==> config.mk <==
export PLATFORM = sky130hd
export DESIGN_NAME = transient_generator
export DESIGN_NICKNAME = d
export VERILOG_FILES = /design/src/rtl/transient_generator.sv
export SDC_FILE = /design/constraint.sdc
export NUM_CORES = 1
export LEC_CHECK = 0
export ABC_AREA = 1
export BUFFER_PORTS_ARGS = -buffer_cell sky130_fd_sc_hd__buf_4
export CAP_MARGIN = 40
export CORE_ASPECT_RATIO = 1.75
export CORE_MARGIN = 5
export CORE_UTILIZATION = 63
export DETAILED_ROUTE_END_ITERATION = 10
export PLACE_DENSITY = 0.84
export SLEW_MARGIN = 5
export SYNTH_ARGS = -nofsm -noshare
export SYNTH_HDL_FRONTEND = slang
export SYNTH_SLANG_ARGS = --single-unit
==> constraint.sdc <==
create_clock -name i_clk -period 3.6 [get_ports i_clk]
set_input_delay 0.36 -clock i_clk [delete_from_list [all_inputs] [get_ports i_clk]]
set_output_delay 0.36 -clock i_clk [all_outputs]
set_load 0.01 [all_outputs]
==> src/rtl/transient_generator.sv <==
// Purpose: drives one line at its valid level; on a start edge emits a glitch burst, an invalid hold, then restores.
// Latency: the line goes invalid and o_busy rises on the edge that samples the start; o_done marks the first valid cycle.
// Backpressure: none; start edges arriving while busy are ignored. Optional TRANSIENT_GEN_REPEAT_EN gives continuous mode.
module transient_generator #(
  parameter int CNT_WIDTH      = 18,
  parameter int TICKS_PER_UNIT = 10000
) (
  input  logic       i_clk,
  input  logic       i_rst_n,
  input  logic       i_start,
  input  logic       i_polarity,
  input  logic [3:0] i_glitches,
  input  logic [3:0] i_glitch_len,
  input  logic [3:0] i_hold,
  output logic       o_signal,
  output logic       o_busy,
  output logic       o_done
);

  // RELOAD is the single valid cycle between back-to-back sequences in continuous mode
  typedef enum logic [1:0] {IDLE, GLITCH, HOLD, RELOAD} state_t;

  state_t                 state, state_nxt;
  logic                   r_start_d;
  logic                   start;
  logic                   pol, pol_nxt;
  logic [3:0]             glitches, glitches_nxt;
  logic [3:0]             glitch_len, glitch_len_nxt;
  logic [3:0]             hold, hold_nxt;
  logic [3:0]             hp_cnt, hp_cnt_nxt;
  logic [4:0]             hp_num, hp_num_nxt;
  logic [CNT_WIDTH-1:0]   dur_cnt, dur_nxt;
  logic                   sig_nxt, busy_nxt, done_nxt;

  assign start = i_start & ~r_start_d;

  // Invalid hold length in cycles; a zero product still holds for one cycle
  function automatic logic [CNT_WIDTH-1:0] hold_ticks(input logic [3:0] h);
    logic [CNT_WIDTH-1:0] t;
    t = CNT_WIDTH'(h) * CNT_WIDTH'(TICKS_PER_UNIT);
    return (t == '0) ? CNT_WIDTH'(1) : t;
  endfunction

  // Next-state and next-output logic; every register holds unless a branch says otherwise
  always_comb begin
    state_nxt      = state;
    pol_nxt        = pol;
    glitches_nxt   = glitches;
    glitch_len_nxt = glitch_len;
    hold_nxt       = hold;
    hp_cnt_nxt     = hp_cnt;
    hp_num_nxt     = hp_num;
    dur_nxt        = dur_cnt;
    sig_nxt        = o_signal;
    done_nxt       = 1'b0;

    case (state)
      IDLE: begin
        sig_nxt = i_polarity;
        if (start) begin
          pol_nxt        = i_polarity;
          glitches_nxt   = i_glitches;
          glitch_len_nxt = i_glitch_len;
          hold_nxt       = i_hold;
          hp_cnt_nxt     = 4'd0;
          hp_num_nxt     = 5'd0;
          sig_nxt        = ~i_polarity;
          if (i_glitches != 4'd0) begin
            state_nxt = GLITCH;
          end else begin
            state_nxt = HOLD;
            dur_nxt   = hold_ticks(i_hold);
          end
        end
      end

      RELOAD: begin
        hp_cnt_nxt = 4'd0;
        hp_num_nxt = 5'd0;
        sig_nxt    = ~pol;
        if (glitches != 4'd0) begin
          state_nxt = GLITCH;
        end else begin
          state_nxt = HOLD;
          dur_nxt   = hold_ticks(hold);
        end
      end

      GLITCH: begin
        if (hp_cnt == glitch_len) begin
          hp_cnt_nxt = 4'd0;
          hp_num_nxt = hp_num + 5'd1;
          if (hp_num_nxt == {glitches, 1'b0}) begin
            state_nxt = HOLD;
            sig_nxt   = ~pol;
            dur_nxt   = hold_ticks(hold);
          end else begin
            sig_nxt = ~o_signal;
          end
        end else begin
          hp_cnt_nxt = hp_cnt + 4'd1;
        end
      end

      HOLD: begin
        if (dur_cnt <= CNT_WIDTH'(1)) begin
          sig_nxt   = pol;
          done_nxt  = 1'b1;
          state_nxt = IDLE;
`ifdef TRANSIENT_GEN_REPEAT_EN
          if (i_start) begin
            pol_nxt        = i_polarity;
            glitches_nxt   = i_glitches;
            glitch_len_nxt = i_glitch_len;
            hold_nxt       = i_hold;
            state_nxt      = RELOAD;
          end
`endif
        end else begin
          dur_nxt = dur_cnt - CNT_WIDTH'(1);
          sig_nxt = ~pol;
        end
      end

      default: begin
        state_nxt = IDLE;
      end
    endcase

    busy_nxt = (state_nxt != IDLE);
  end

  // State, latched configuration, counters and registered outputs
  always_ff @(posedge i_clk or negedge i_rst_n) begin
    if (!i_rst_n) begin
      state      <= IDLE;
      r_start_d  <= 1'b0;
      pol        <= 1'b0;
      glitches   <= 4'd0;
      glitch_len <= 4'd0;
      hold       <= 4'd0;
      hp_cnt     <= 4'd0;
      hp_num     <= 5'd0;
      dur_cnt    <= '0;
      o_signal   <= 1'b0;
      o_busy     <= 1'b0;
      o_done     <= 1'b0;
    end else begin
      state      <= state_nxt;
      r_start_d  <= i_start;
      pol        <= pol_nxt;
      glitches   <= glitches_nxt;
      glitch_len <= glitch_len_nxt;
      hold       <= hold_nxt;
      hp_cnt     <= hp_cnt_nxt;
      hp_num     <= hp_num_nxt;
      dur_cnt    <= dur_nxt;
      o_signal   <= sig_nxt;
      o_busy     <= busy_nxt;
      o_done     <= done_nxt;
    end
  end

endmodule

* Yosys cells after proc, flatten, opt, wreduce, memory -nomap -nowiden *
Index checks and enable logic that the tools add are counted.

word-level totals
  word-level logic and storage cells = 74
  register bits after elaboration = 46

cells by class
  bitwise logic cells = 5
  magnitude comparators = 1
  multiply operators = 2
  add/subtract/negate cells = 3
  mux-type cells = 29
  reduce and logical (&&, ||, !) cells = 11
  equality and inequality tests = 11

operators by type and width
  kind                   number
  $mux 18                8
  $pmux 18 s4            1
  $logic_not 18->1       2
  $mul 4x10->14 const B  2
  $le 18x1->1 const B    1
  $sub 18x1->18 const B  1
  $pmux 5 s3             1
  $mux 2                 6
  $ne 2x2->1 const B     6
  $pmux 4 s3             1
  $mux 5                 2
  $mux 4                 2
  $pmux 2 s4             1
  $reduce_bool 4->1      2
  $mux 1                 6
  $reduce_and 6->1       1
  $add 5x1->5 const B    1
  $eq 5x5->1             1
  $add 4x1->4 const B    1
  $eq 2x2->1 const B     2
  $eq 4x4->1             1
  $not 1->1              4
  $pmux 1 s4             1
  $reduce_and 2->1       2
  6 further kinds        6

* Logic depth before layout (Yosys ltp) *
Gate-level depths: netlist of run 1.

  word-level depth = 6
  mapped depth = 16
  depth with buffers taken out = 16

* Worst setup path before layout of run 1 *
No wires, ideal clock.

  path kind = reg-to-reg
  start = register hold[2]
  end = register dur_cnt[4]
  setup slack = 0.835 ns
  cell stages (with the launch flop) = 14
  arrival time = 2.648 ns
  library setup time = 0.117 ns
  buffers on the path = 0
  period minus slack after synthesis = 2.765 ns
  cell sequence = dfrtp_1 -> fa_1 -> ha_1 -> inv_1 -> fa_1 -> nand2_1 -> nor2_1 -> nand4_1 -> nor2_1 -> nand4_1 -> nand2_1 -> nand2_1 -> nor2_1 -> nor2_1

on the way
  cells in the longest elaborated chain, start to end = 6

RTL lines
  item                      line  source
  start: declaration        29    logic [3:0] hold, hold_nxt;
  start signal: assignment  154   hold <= hold_nxt;
  $mul 4x10->14 (*)         40    t = CNT_WIDTH'(h) * CNT_WIDTH'(TICKS_PER_UNIT);
  $logic_not 18->1 (*)      41    return (t == '0) ? CNT_WIDTH'(1) : t;
  $mux 18 (*)               41
  $mux 18                   93    if (hp_num_nxt == {glitches, 1'b0}) begin
  $mux 18                   90    if (hp_cnt == glitch_len) begin
  $pmux 18 s4 (*)           57    case (state)
  end signal: assignment    157   dur_cnt <= dur_nxt;
  end: declaration          32    logic [CNT_WIDTH-1:0] dur_cnt, dur_nxt;

Every way passes the cells marked *; elsewhere a longest branch is shown, timed or not. The select of a mux whose other input is x is not followed.
A chain may end at the register's enable or synchronous reset.

* Worst setup path after layout of run 1 *
  start = register hold[2]
  end = register dur_cnt[8]

on the way
  cells in the longest elaborated chain, start to end = 6

RTL lines
  item               line
  $mul 4x10->14 (*)  40
  $logic_not 18->1   41
  $mux 18 (*)        41
  $mux 18            93
  $mux 18            90
  $pmux 18 s4 (*)    57

Marked as above.

==> flow_summary.json, run 1 <==
{
  "outcome": "finished clean",
  "synth.yosys.warnings": 0,
  "crit_arrival_ns": 3.35,
  "grt_remaining_overflow": 0,
  "cts.sinks": 46,
  "syn_area_per_cell_um2": 6.81,
  "post_drt_wl_per_cell_um": 14.4,
  "yosysMostFrequentCell": "nand2_1",
  "clkLatencyLatePin_ns": 0.31,
  "ys_async_sr_fraction_pct": 100,
  "yosys.area_share.simple_pct": 35.5,
  "rows": 38,
  "dieHeight_um": 114,
  "max_freq_mhz": 318,
  "drtIter0Drc": 199,
  "cts_hold_buf": 0,
  "stdcell_count": 673,
  "tritoncts": "built",
  "nNetsFinal": 650,
  "synth.net_count": 631,
  "cts_htree_levels": 2,
  "port_buffers": 18,
  "synth_area_leaders": "dfrtp_1 30%, nand2_1 17%, ha_1 12%, inv_1 7.1%, nand3_1 6.5%",
  "start_kind": "register",
  "synthFlopType": "dfrtp_1",
  "synthAdderAreaFrac_pct": 14.6,
  "peakVddDrop_mv": 0.269,
  "synth_area_mm2": 0.00390,
  "hold_path.class": "input pin to async pin",
  "cts_resized": 0,
  "viasPerCell": 5.68,
  "p_leak_nw": 2.21,
  "ys_ff_latch": 46,
  "startpoint": "hold[2]",
  "nFillCells": 530,
  "tightest_slew_ns": 0.606,
  "cts_buffers": 5,
  "worstSetupEndpointType": "register",
  "synth_commonest_cells": "178 x nand2_1, 74 x inv_1, 66 x nor2_1",
  "rsz0062_at_grt": "no",
  "io-pin-count": 19,
  "die_w_um": 69.5,
  "tns_ns": 0,
  "antenna_found_initial": 0,
  "synth.distinct_cells": 37,
  "yosys.area.top_type": "dfrtp_1",
  "worstSetupEndpoint": "dur_cnt[8]",
  "crit_fanout": 10,
  "cts_root_buf": "clkbuf_8",
  "grt_max_degree": 47,
  "synth_top_family_by_area": "simple AND/OR/NAND/NOR gates",
  "reg2reg_depth": 13,
  "dieArea_mm2": 0.00793,
  "dr.pass1.iters": 7,
  "synthXorXnorAreaFrac_pct": 2.69,
  "clk_path_buf_depth": 2,
  "grt_pass1_vias": 3940,
  "synth_compound_area_share_pct": 8.57,
  "synth_edf_count": 0,
  "crit-reg2reg-launch": "hold[2]",
  "reg2reg_slack_ns": 0.45,
  "cts.clk_slew.worst_paths_ns": 0.09,
  "synth-seq-area-share_pct": 29.5,
  "post-route-period-util_pct": 87.4,
  "gp_congestion": 0.907,
  "drc": 0,
  "diodes": 0,
  "timing.rr.end": "dur_cnt[8]",
  "synthMuxAreaShare_pct": 0,
  "drive_gt1_share_pct": 8.77,
  "initial_utilization_pct": 63.6,
  "ant_nets": 0,
  "fin_crit_ns": 3.15,
  "post_cts_buffers": 0,
  "clock-skew-final_ns": 0.0120,
  "powerDensity_mw_per_mm2": 552,
  "core_mm2": 0.00613,
  "maxCapViolCount": 0,
  "syn2layout_area_growth_pct": 8.02,
  "totalWireLength_mm": 9.70,
  "slew_headroom_pct": 59.6,
  "vias": 3822,
  "finalHoldViolCount": 0,
  "synth_top_area_share_pct": 29.5,
  "critical_path_class": "register to register",
  "placedCellCount": 665,
  "syn-instance-count": 573,
  "crit_required_ns": 3.80,
  "hpwl_mm": 7.64,
  "grtUsageTotal_pct": 26.0,
  "slew_viol_final": 0,
  "finalSetupViolCount": 0,
  "grt_pass1_wl_mm": 16.6
}
layer usage:
layer  global-route usage [%]  vias to the layer above  wire, µm
met2                     50.3                      131      5340
met4                     18.5                        0       609
li1                         -                     1858         -
met1                     24.3                     1781      3320
met5                        0                        -         0
met3                     3.87                       52       433
kinds of logic after synthesis:
| logic type | Yosys count |
|---|---|
| adder cells (fa/ha/maj) | 42 |
| AND/OR/NAND/NOR | 327 |
| AO/OA/AOI/OAI | 58 |
| flip-flops | 46 |
| buffers and inverters | 88 |
| XOR/XNOR | 12 |
critical path: stages, from the launching register on:
cell and delay, ns:
dfrtp_1 0.57, fa_1 0.48, ha_1 0.32, inv_1 0.06, fa_1 0.57, nand2_1 0.07, nor2_1 0.13, nand4_1 0.11
nor2_1 0.12, nand4_1 0.24, nand2_1 0.15, nand2_1 0.06, nor2_1 0.11, nor2_1 0.05
cell usage in the layout (no fill, tap or decap), types with 6 or more instances in the layout:
cell type,n
clkbuf_8,8
nor2_1,66
buf_4,21
inv_1,74
o21ai_0,33
fa_1,6
nand4_1,13
ha_1,36
dfrtp_1,46
a21oi_1,9
nand3_1,51
xor2_1,11
or2_2,6
nand2_1,178
metrics by stage:
| step | utilization (%) | instance area [µm²] | setup WS, ns | hold slack [ns] | power (mW) |
|---|---|---|---|---|---|
| after floorplan | - | 3900 | 0.835 | 0.0644 | 1.65 |
| after CTS | 68.7 | 4210 | 0.450 | 0.0613 | 2.32 |
| after detailed placement | 66.9 | 4100 | 0.487 | 0.405 | 1.95 |
| final | 68.7 | 4210 | 0.455 | 0.0410 | 2.33 |
| after global placement | 66.9 | 4100 | 0.575 | 0.405 | 1.89 |
| after global routing | 68.7 | 4210 | 0.157 | 0.0884 | 2.57 |
how the worst min path moves through the flow:
stage	cells past startpoint	from	slack, ns	endpoint
3_5_place_dp	1	i_rst_n	0.40	hp_num[0]
3_3_place_gp	1	i_rst_n	0.40	hp_num[1]
6_report	1	i_rst_n	0.04	glitches[0]
4_1_cts	1	i_rst_n	0.06	glitches[1]
5_1_grt	1	i_rst_n	0.09	hp_num[0]
2_1_floorplan	0	i_rst_n	0.06	dur_cnt[0]
state kept, by name, indices dropped and copies added (netlist names), 2 cells and up:
name        cells
hp_cnt          4
glitches        4
dur_cnt        18
hold            4
hp_num          5
state           2
glitch_len      4
cell type report:
class	instances	area, µm²	share of cell area, %
Multi-Input combinational cell	439	2390	56.8
Inverter	79	299	7.10
Tap cell	80	100	2.38
Clock buffer	8	110	2.61
Sequential cell	46	1150	27.3
Timing Repair Buffer	21	158	3.74
power by group:
group          internal (mW)  leakage (nW)  switching [mW]
clock                  0.194        0.0575           0.179
sequential             0.646         0.530           0.166
combinational          0.442          1.62           0.701
Note: power is estimated with default switching activity, not from simulation.
==> inputs of run 2 (changes only) <==
- clock period: 3.6 -> 2.9 ns (I/O delays scaled with it)
==> flow_summary.json, run 2 (synthesis results as in run 1) <==
{
  "dpl_worst_slack_ns": -0.0279,
  "clkLatencyLatePin_ns": 0.31,
  "rsz0062_at_grt": "yes",
  "max_freq_mhz": 344,
  "crit_arrival_ns": 3.12,
  "diodes": 0,
  "setup_slack_ns": -0.00788,
  "grt_remaining_overflow": 0,
  "ant_nets": 0,
  "hpwl_mm": 7.87,
  "hold-path-endpoint": "r_start_d",
  "top_register": "dur_cnt",
  "viasPerCell": 5.56,
  "totalWireLength_mm": 10.0,
  "multiInputGateArea_mm2": 0.00245,
  "grtUsageTotal_pct": 27.4,
  "port_buffers": 18,
  "start_kind": "register",
  "grt_pass1_vias": 3860,
  "dpl_cell_area_mm2": 0.00420,
  "final_cell_mix": "177 x nand2_1, 72 x inv_1, 64 x nor2_1",
  "rows": 38,
  "violations": "negative setup slack",
  "critical_path_class": "register to register",
  "finalHoldViolCount": 0,
  "clk_path_buf_depth": 2,
  "tns_ns": -0.00788,
  "crit_fanout": 5,
  "gp_congestion": 0.967,
  "reg_top3": "dur_cnt: 18 flops, hp_num: 5 flops",
  "hp-start": "i_start",
  "stdcell_count": 687,
  "post-route-period-util_pct": 100,
  "cts_htree_levels": 2,
  "fin_crit_ns": 2.91,
  "nNetsFinal": 665,
  "hold_path.class": "input pin to register",
  "slew_viol_final": 0,
  "antenna_found_initial": 0,
  "worstSetupEndpointType": "register",
  "reg2reg_depth": 13,
  "reg2reg_slack_ns": -0.008,
  "drive_gt1_share_pct": 12.4,
  "cts_root_buf": "clkbuf_8",
  "final_common_cell": "nand2_1",
  "io-pin-count": 19,
  "regArea_mm2": 0.00115,
  "grt_max_degree": 47,
  "maxCapViolCount": 0,
  "drc": 0,
  "largest_reg_flops": 18,
  "tightest_slew_ns": 0.576,
  "cts_buffers": 5,
  "die_w_um": 69.5,
  "cts.sinks": 46,
  "powerDensity_mw_per_mm2": 715,
  "core_mm2": 0.00613,
  "timing.rr.end": "dur_cnt[7]",
  "clock-skew-final_ns": 0.00990,
  "grt_pass1_wl_mm": 17.3,
  "tritoncts": "built",
  "dr.pass1.iters": 5,
  "drtIter0Drc": 202,
  "finalSetupViolCount": 1,
  "crit_required_ns": 3.11,
  "cts.clk_slew.worst_paths_ns": 0.08,
  "syn2layout_area_growth_pct": 12.4,
  "power_mw": 3.14,
  "vias": 3817,
  "outcome": "finished with violations",
  "slew_headroom_pct": 61.3,
  "initial_utilization_pct": 63.6,
  "post_drt_wl_per_cell_um": 14.6,
  "final_cell_area_mm2": 0.00438,
  "crit-reg2reg-launch": "hold[2]",
  "p_leak_nw": 2.28,
  "placedCellCount": 678,
  "min_delay_path_depth": 1,
  "dieHeight_um": 114,
  "dieArea_mm2": 0.00793,
  "peakVddDrop_mv": 0.573,
  "nFillCells": 514
}
[run 2: cell types whose count changed in the layout (fill, tap and decap cells not counted), sizes merged]
cell         delta
dlygate4sd3     +1
buf            +14
clkbuf          -2
bufinv          +1
[run 2: power by group]
part | leakage, nW | internal [mW] | switching, mW
registers | 0.530 | 0.802 | 0.185
logic | 1.69 | 0.709 | 0.945
clock network | 0.0573 | 0.276 | 0.219
[run 2: final cells by class]
class | instances | area share, %
well taps | 80 | 2.28
inverters | 79 | 6.82
multi-input cells | 439 | 55.9
clock buffers | 6 | 1.88
flip-flops and latches | 46 | 26.3
repair buffers | 36 | 6.22
clock inverters | 1 | 0.685
[run 2: how the worst max path moves through the flow]
stage | startpoint | endpoint | slack, ns | cells past startpoint
after floorplan | hold[2] | dur_cnt[4] | 0.14 | 13
after global placement | hold[2] | dur_cnt[4] | 0.07 | 13
after detailed placement | hold[2] | dur_cnt[4] | -0.03 | 13
after CTS | hold[1] | dur_cnt[4] | 0.01 | 13
after global routing | hold[2] | dur_cnt[7] | -0.19 | 13
final | hold[2] | dur_cnt[7] | -0.008 | 13
[run 2: what timing repair did]
item,4_1_cts,5_1_grt
hold buffers,1,0
setup endpoints to repair,4,8
pin swaps,3,9
hold endpoints to repair,35,0
resized for setup,1,11
setup buffers,1,0
[run 2: through the flow]
step,hold WS [ns],util [%]
detailed placement,0.324,68.5
finish,0.0908,71.5
CTS,0.0890,70.6
global route,0.0754,71.5
global placement,0.323,68.5
floorplan,-0.00559,-
[run 2: critical path, cell delays in order, from the launching register on]
cell     delay [ns]
dfrtp_1        0.43
fa_1           0.51
ha_4           0.29
inv_2          0.04
fa_1           0.55
nand2_1        0.07
nor2_2         0.11
nand4_1        0.12
nor2_1         0.11
nand4_1        0.22
nand2_1        0.16
nand3_1        0.09
nand2_1        0.06
nand2_1        0.05
[run 2: metal layers]
| metal | vias to the layer above | track usage, % | part of all wire [%] |
|---|---|---|---|
| li1 | 1888 | - | - |
| met1 | 1748 | 26.9 | 35 |
| met2 | 131 | 50.8 | 54 |
| met3 | 50 | 4.22 | 3.4 |
| met4 | 0 | 20.6 | 7.7 |
| met5 | - | 0 | 0 |
==> inputs of run 3 (changes only) <==
- CORE_UTILIZATION: 63 -> 64
- CTS_BUF_LIST: default -> sky130_fd_sc_hd__clkbuf_8
- GPL_TIMING_DRIVEN: default -> 0
- PLACE_DENSITY: 0.84 -> 0.85
==> flow_summary.json, run 3 (synthesis results as in run 1) <==
{
  "drive_gt1_share_pct": 12.6,
  "cts_buffers": 5,
  "timing.rr.end": "dur_cnt[4]",
  "drc": 0,
  "cts.clk_slew.worst_paths_ns": 0.09,
  "top_register": "dur_cnt",
  "cts_htree_levels": 2,
  "syn2layout_area_growth_pct": 12.4,
  "critical_path_class": "register to register",
  "gp_congestion": 0.928,
  "ant_nets": 0,
  "crit_required_ns": 3.10,
  "tritoncts": "built",
  "port_buffers": 18,
  "dieHeight_um": 113,
  "initial_utilization_pct": 65.8,
  "diodes": 0,
  "cts_root_buf": "clkbuf_8",
  "final_common_cell": "nand2_1",
  "reg2reg_depth": 13,
  "vias": 3846,
  "rows": 37,
  "peakVddDrop_mv": 0.674,
  "clock-skew-final_ns": 0.00732,
  "pwr-share-clk_pct": 15.1,
  "viasPerCell": 5.60,
  "p_leak_nw": 2.27,
  "dr.pass1.iters": 7,
  "largest_reg_flops": 18,
  "slew_viol_final": 0,
  "grt_max_degree": 47,
  "die_w_um": 69.0,
  "crit-reg2reg-launch": "hold[1]",
  "fin_crit_ns": 3.01,
  "crit_fanout": 5,
  "start_kind": "register",
  "whs_ns": 0.0897,
  "hpwl_mm": 7.89,
  "dieArea_mm2": 0.00782,
  "hold_path.class": "input pin to register",
  "io-pin-count": 19,
  "crit_arrival_ns": 3.21,
  "outcome": "finished with violations",
  "powerDensity_mw_per_mm2": 722,
  "reg_top3": "dur_cnt: 18 flops, hp_num: 5 flops",
  "reg2reg_slack_ns": -0.11,
  "finalHoldViolCount": 0,
  "clkLatencyLatePin_ns": 0.31,
  "finalSetupViolCount": 6,
  "placedCellCount": 669,
  "maxCapViolCount": 0,
  "final_cell_mix": "177 x nand2_1, 73 x inv_1, 64 x nor2_1",
  "post_drt_wl_per_cell_um": 15.3,
  "grtUsageTotal_pct": 27.6,
  "worstSetupEndpointType": "register",
  "tightest_slew_ns": 0.635,
  "rsz0062_at_grt": "yes",
  "max_freq_mhz": 332,
  "min_delay_path_depth": 1,
  "nNetsFinal": 666,
  "combinationalPowerShare_pct": 53.6,
  "setup_slack_ns": -0.110,
  "clk_path_buf_depth": 2,
  "antenna_found_initial": 0,
  "violations": "negative setup slack",
  "core_mm2": 0.00593,
  "cts.sinks": 46,
  "hp-start": "i_start",
  "grt_pass1_wl_mm": 17.3,
  "internal_power_mw": 1.76,
  "post-route-period-util_pct": 104,
  "stdcell_count": 687,
  "power.switching_mw": 1.41,
  "switching_share_pct": 44.4,
  "hold-path-endpoint": "r_start_d",
  "slew_headroom_pct": 57.6,
  "drtIter0Drc": 301,
  "final_util_pct": 74.0,
  "grt_remaining_overflow": 0,
  "power_mw": 3.16,
  "grt_pass1_vias": 3883,
  "totalWireLength_mm": 10.5,
  "p_seq_share_pct": 31.3
}
run 3: critical path, cell delays in order (launching register included):
cell,delay (ns)
dfrtp_2,0.47
fa_1,0.54
ha_4,0.30
inv_2,0.03
fa_1,0.51
nand2_1,0.08
nor2_2,0.12
nand4_1,0.11
nor2_1,0.11
nand4_1,0.24
nand2_1,0.18
nand2_1,0.06
nor2_1,0.10
nor2_1,0.05
run 3: how the worst max path moves through the flow:
stage | slack [ns] | endpoint | cells past startpoint | start
finish | -0.11 | dur_cnt[4] | 13 | hold[1]
global route | -0.25 | dur_cnt[5] | 17 | hold[2]
CTS | -0.03 | dur_cnt[4] | 13 | hold[2]
detailed placement | -0.32 | dur_cnt[7] | 13 | hold[2]
global placement | -0.26 | dur_cnt[7] | 13 | hold[2]
floorplan | 0.14 | dur_cnt[4] | 13 | hold[2]
run 3: final cells by class:
class,instances,area [µm²]
Buffer,9,55.1
Timing Repair Buffer,28,213
Sequential cell,46,1150
Tap cell,78,97.6
Multi-Input combinational cell,439,2460
Clock inverter,3,41.3
Fill cell,508,1540
Inverter,79,299
Clock buffer,5,68.8
run 3: power groups by stage:
| stage | Combinational, mW | Sequential, mW | Clock, mW |
|---|---|---|---|
| floorplan | 1.09 | 0.953 | 0 |
| global placement | 1.39 | 0.993 | 0 |
| detailed placement | 1.45 | 1.00 | 0 |
| CTS | 1.55 | 0.985 | 0.484 |
| global route | 1.90 | 1.01 | 0.507 |
| finish | 1.70 | 0.990 | 0.477 |
run 3: layer usage:
layer  GRT usage [%]  part of all wire, %  up-vias
li1                -                    -     1895
met1            26.4                   35     1769
met2            52.6                   53      125
met3            3.82                  3.7       57
met4            19.7                  7.9        0
met5               0                    0        -
run 3: per-stage QoR:
step / TNS (ns) / cell area, µm² / setup WS, ns
2_1_floorplan: 0 / 3900 / 0.135
3_3_place_gp: -1.53 / 4130 / -0.263
3_5_place_dp: -1.91 / 4130 / -0.315
4_1_cts: -0.0741 / 4330 / -0.0291
5_1_grt: -1.55 / 4390 / -0.252
6_report: -0.521 / 4390 / -0.110
run 3: timing repair:
action,4_1_cts,5_1_grt
endpoints found under the hold margin,37,0
hold buffers,1,0
pin swaps,15,12
setup buffers,7,2
endpoints found under the setup margin,7,9
gates resized for setup,8,8
